File: src/rtl/music_note_seq.sv
// Note sequencer: walks the selected song's note ROM and times each note in beats.
// Optional MUSIC_LOOP_EN: restart the song at its end instead of holding silent with song_done.
module music_note_seq #(
  parameter int unsigned BEAT_CYCLES = 12_500_000,
  parameter int unsigned NOTE_AW     = 8
) (
  input  logic               clk,
  input  logic               rst,
  input  logic [1:0]         music_reg,
  input  logic               cnt_clc1,
  input  logic               play_en,
  input  logic [7:0]         rom_data,
  output logic [NOTE_AW+1:0] rom_addr,
  output logic [4:0]         tone_out,
  output logic               tone_vld,
  output logic               note_start,
  output logic               song_done
);

  localparam int unsigned PW = (BEAT_CYCLES > 1) ? $clog2(BEAT_CYCLES) : 1;

  typedef enum logic [2:0] {
    S_IDLE,
    S_FETCH,
    S_LOAD,
    S_PLAY,
    S_END
  } state_t;

  state_t             state, state_nxt;
  logic [NOTE_AW-1:0] note_idx, note_idx_nxt;
  logic [2:0]         beat_cnt, beat_cnt_nxt;
  logic [PW-1:0]      presc, presc_nxt;
  logic [4:0]         tone_nxt;
  logic               note_start_nxt;
  logic               song_done_nxt;
  logic               presc_last;
  logic               to_end;

  assign rom_addr   = {music_reg, note_idx};
  assign tone_vld   = (state == S_PLAY) && play_en;
  assign presc_last = (presc == PW'(BEAT_CYCLES - 1));

  always_ff @(posedge clk or posedge rst) begin
    if (rst) begin
      state      <= S_IDLE;
      note_idx   <= '0;
      beat_cnt   <= '0;
      presc      <= '0;
      tone_out   <= '0;
      note_start <= 1'b0;
      song_done  <= 1'b0;
    end else begin
      state      <= state_nxt;
      note_idx   <= note_idx_nxt;
      beat_cnt   <= beat_cnt_nxt;
      presc      <= presc_nxt;
      tone_out   <= tone_nxt;
      note_start <= note_start_nxt;
      song_done  <= song_done_nxt;
    end
  end

  always_comb begin
    state_nxt      = state;
    note_idx_nxt   = note_idx;
    beat_cnt_nxt   = beat_cnt;
    presc_nxt      = presc;
    tone_nxt       = tone_out;
    note_start_nxt = 1'b0;
    song_done_nxt  = song_done;
    to_end         = 1'b0;

    if (cnt_clc1) begin
      note_idx_nxt  = '0;
      beat_cnt_nxt  = '0;
      presc_nxt     = '0;
      tone_nxt      = '0;
      song_done_nxt = 1'b0;
      state_nxt     = play_en ? S_FETCH : S_IDLE;
    end else begin
      case (state)
        S_IDLE: begin
          if (play_en) state_nxt = S_FETCH;
        end
        S_FETCH: begin
          state_nxt = S_LOAD;
        end
        S_LOAD: begin
          if (rom_data == 8'h00) begin
            to_end = 1'b1;
          end else begin
            tone_nxt       = rom_data[4:0];
            beat_cnt_nxt   = rom_data[7:5];
            presc_nxt      = '0;
            note_start_nxt = 1'b1;
            state_nxt      = S_PLAY;
          end
        end
        S_PLAY: begin
          // Everything freezes while paused; counting resumes from the same point.
          if (play_en) begin
            if (presc_last) begin
              presc_nxt = '0;
              if (beat_cnt == '0) begin
                note_idx_nxt = note_idx + NOTE_AW'(1);
                if (note_idx == '1) to_end = 1'b1;
                else                state_nxt = S_FETCH;
              end else begin
                beat_cnt_nxt = beat_cnt - 3'd1;
              end
            end else begin
              presc_nxt = presc + PW'(1);
            end
          end
        end
        S_END: begin
`ifdef MUSIC_LOOP_EN
          note_idx_nxt  = '0;
          song_done_nxt = 1'b0;
          state_nxt     = S_FETCH;
`else
          state_nxt     = S_END;
`endif
        end
        default: state_nxt = S_IDLE;
      endcase

      // End marker and index wrap share one exit: silence and flag completion.
      if (to_end) begin
        state_nxt     = S_END;
        tone_nxt      = '0;
        song_done_nxt = 1'b1;
      end
    end
  end

endmodule

File: config.mk
export PLATFORM = sky130hd
export DESIGN_NAME = music_note_seq
export DESIGN_NICKNAME = d
export VERILOG_FILES = /design/src/rtl/music_note_seq.sv
export SDC_FILE = /design/constraint.sdc
export NUM_CORES = 1
export LEC_CHECK = 0
export CAP_MARGIN = 5
export CORE_MARGIN = 3
export CORE_UTILIZATION = 60
export CTS_BUF_LIST = sky130_fd_sc_hd__clkbuf_16
export CTS_CLUSTER_DIAMETER = 150
export CTS_CLUSTER_SIZE = 28
export DETAILED_ROUTE_END_ITERATION = 6
export PLACE_DENSITY_LB_ADDON = 0.1
export SLEW_MARGIN = 20
export SYNTH_ARGS = -nofsm -noshare
export SYNTH_HDL_FRONTEND = slang
export SYNTH_SLANG_ARGS = --single-unit
File: constraint.sdc
create_clock -name clk -period 3.33 [get_ports clk]
set_clock_uncertainty 0.1 [all_clocks]
set_input_delay 0.666 -clock clk [delete_from_list [all_inputs] [get_ports clk]]
set_output_delay 0.666 -clock clk [all_outputs]
set_load 0.01 [all_outputs]
==> summary.md <==
| Metric | Value |
|---|---|
| Status | complete, no violations |
| Worst-path fanout max | 20 |
| Post-CTS setup buffers | 0 |
| Reg2Reg Launch Point | presc[1] |
| Max Cap Viol | 0 |
| DP HPWL | 3870 um |
| CTS Hold Buffers Added | 0 |
| Hold Path Class | register to register |
| Iter 0 DRT Violations | 100 |
| Leak pwr | 1.21 nW |
| Post-synthesis async set-or-reset flop share | 1.00 |
| Synth Area in Simple Gates | 0.290 |
| Total power | 1.23 mW |
| Mean post-synth cell area | 9.84 um^2 |
| CP Launch Type | input pin |
| Synthesized Nets | 283 |
| Post-route ant nets | 0 |
| Max-slew violations | 0 |
| Final setup vio count | 0 |
| Synthesis-to-layout area growth | 16.8% |
| Min cycle time layout | 2810 ps |
| R2r setup slk | 760 ps |
| Crit-path cells | clkdlybuf4s50_1 > or4_4 > or3_4 > and3_1 > a21o_1 > buf_4 > a21oi_2 |
| Core Area | 0.00409 mm^2 |
| Yosys reg bits | 45 |
| Initial antenna violation count | 0 |
| Worst path required time | 3440 ps |
| Synth Area in Adders | 0.0192 |
| Fin. Hold Viols | 0 |
| Crit end category | register |
| Vias in the first global route | 2,179 |
| Placed Area | 0.00291 mm^2 |
| Synth warn | 0 |
| Main combinational cell family by area after synthesis | simple AND/OR/NAND/NOR gates |
| CP peak stage delay | 560 ps |
| Seq/Total Area, Yosys | 0.432 |
| Sink Count | 45 |
| DRC violation count after routing | 0 |
| Largest net degree at the start of global routing | 30 |
| Slowest CP cell | or4_4 |
| Initial Utilization | 0.638 |
| CP Data Arrival Time | 2920 ps |
| Worst slew margin | 0.365 |
| Die Y-Extent | 71.9 um |
| Diode count | 0 |
| Nets | 309 |
| Root buf cell | clkbuf_16 |
| Global route overflow | 0 |
| Final WL | 5570 um |
| Worst Max-Slew Pin Slew | 946 ps |
| Hold-critical path depth | 1 |
| Clock Path Buffers | 2 |
| Num CTS Buffers | 5 |
| Synthesized area | 0.00261 mm^2 |
| Final Non-Filler Cells | 342 |
| CP Class | input pin to register |
| First-pass GRT wire length | 9650 um |
| Fin crit share | 0.845 |
| CP bufs+invs | 2 |
| Main flop type after synthesis | dfrtp_1 |
| RSZ-0062 raised after global routing | no |
| Setup TNS | 0 ps |
| R2r endpoint | presc[10] |
| Gpl congestion | 0.793 |
| Synth unique cells | 51 |
| Worst R2R Path Depth | 7 |
| IO Pins | 32 |
| Post-DR wirelength/cell | 16.3 um |
| Routed vias/inst | 6.27 |
| Synth Area in Compound Gates | 0.126 |
| Post-synth EDFFs | 0 |
| Worst Hold End | song_done |
| First-pass DRT Iterations | 4 |
| Cts repair resizes | 0 |
| Cell area after layout | 0.00305 mm^2 |
| # placed instances | 334 |
| IO Port Bufs | 27 |
| Post-synthesis xor/xnor area fraction | 0.0571 |
| Power Density | 404 mW/mm^2 |
| Clk_lat worst skew | 280 ps |
| Top Family by Delay on Critical Path | simple AND/OR/NAND/NOR gates |
| Peak supply drop | 0.353 mV |
| Fin worst setup slack | 517 ps |
| Max Clk Rate | 355 MHz |
| Setup WS pre-CTS | 245 ps |
| Die width | 71.9 um |
| Tot GR Track Use | 0.231 |
| Multiplexer share of the synthesized area | 0.0317 |
| Via Count | 2,144 |
| Hold path start | song_done |
| CTS tree | yes |
| H-tree Lvls | 2 |
| # rows | 23 |
| Clk slew on worst S/H paths | 60 ps |
| Die Footprint | 0.00517 mm^2 |
| Cell count after synthesis | 265 |
| Share of layout cells above drive strength 1 | 0.158 |
-- routing by layer --
layer	vias to the layer above	routed length, um	track usage
met5	-	0	0
met4	0	110	0.104
met3	13	208	0.0291
met2	41	2720	0.381
met1	1057	2530	0.308
li1	1033	-	-
-- Yosys cell counts, types with 3 or more instances --
master / number / area [um^2]
dfrtp_1: 45 / 1130
nor2_1: 16 / 60.1
nand3_1: 14 / 70.1
nand2_1: 13 / 48.8
nor2_2: 11 / 68.8
nor3_1: 10 / 50.1
or4_1: 10 / 75.1
xnor2_1: 10 / 87.6
a21oi_2: 9 / 78.8
nor4_1: 9 / 56.3
inv_1: 8 / 30.0
clkbuf_1: 7 / 26.3
nand4_1: 7 / 43.8
o31ai_1: 7 / 52.6
xor2_1: 7 / 61.3
and3_1: 6 / 37.5
mux2i_1: 6 / 60.1
nor2b_1: 5 / 31.3
o21ai_0: 5 / 25.0
ha_1: 4 / 50.1
or3_1: 4 / 25.0
a211o_1: 3 / 26.3
a211oi_1: 3 / 22.5
a22o_1: 3 / 26.3
and4_1: 3 / 26.3
buf_1: 3 / 11.3
buf_6: 3 / 33.8
nor4b_1: 3 / 26.3
-- through the flow --
| stage | util | hold slack (ps) |
|---|---|---|
| final | 0.745 | 416 |
| after global routing | 0.745 | 437 |
| after CTS | 0.745 | 422 |
| after detailed placement | 0.711 | 409 |
| after global placement | 0.711 | 389 |
| after floorplan | - | 415 |
-- flip-flops by register name, summed over array words and instances, names as in the netlist --
signal,cells
song_done,1
presc,24
tone_out,5
note_idx,8
state,3
beat_cnt,3
note_start,1
-- worst max-delay path by stage --
stage	startpoint	end	slack, ps	cells after the start
floorplan	rom_data[4]	presc[13]	850	7
global placement	rom_data[5]	presc[20]	280	7
detailed placement	rom_data[4]	presc[9]	240	7
CTS	rom_data[4]	presc[23]	530	7
global route	play_en	presc[23]	410	6
finish	rom_data[4]	presc[23]	520	7
-- placed cells by master, fill, tap and decap left out, drive strengths merged, types with 4 or more instances in the layout --
cell type      instances
nor2b                  5
nand4                  7
clkdlybuf4s50         27
and3                   6
a21oi                 10
clkbuf                 5
nor2                  27
o31ai                  8
mux2i                  6
nand2                 13
xor2                   7
or3                    5
nand3                 14
or4                   11
ha                     4
nor3                  10
o21ai                  7
nor4                  11
buf                    7
inv                    8
dfrtp                 45
xnor2                 10
-- cell type report --
cell class                      instances  area [um^2]
Clock buffer                            5          125
Clock inverter                          3         13.8
Fill cell                             292         1040
Inverter                                8         30.0
Multi-Input combinational cell        197         1370
Sequential cell                        45         1130
Tap cell                               50         62.6
Timing Repair Buffer                   34          323
-- power by group --
part | leakage [nW] | internal, mW | switching, mW
sequential | 0.623 | 0.564 | 0.0129
combinational | 0.514 | 0.0757 | 0.111
clock | 0.0748 | 0.272 | 0.193
-- worst reg2reg max path: stages (launching register included) --
cell and delay, ps:
dfrtp_1 400, ha_1 220, nand3_1 270, or4_1 710, o21ai_0 220, a21o_1 140
buf_4 310, nor2_2 80
-- cell families after synthesis --
| family | after synthesis |
|---|---|
| flip-flops | 45 |
| adder cells (fa/ha/maj) | 4 |
| buffers and inverters | 23 |
| multiplexers | 8 |
| XOR/XNOR | 17 |
| AND/OR/NAND/NOR | 127 |
| AO/OA/AOI/OAI | 41 |
(Power assumes the default switching activity.)
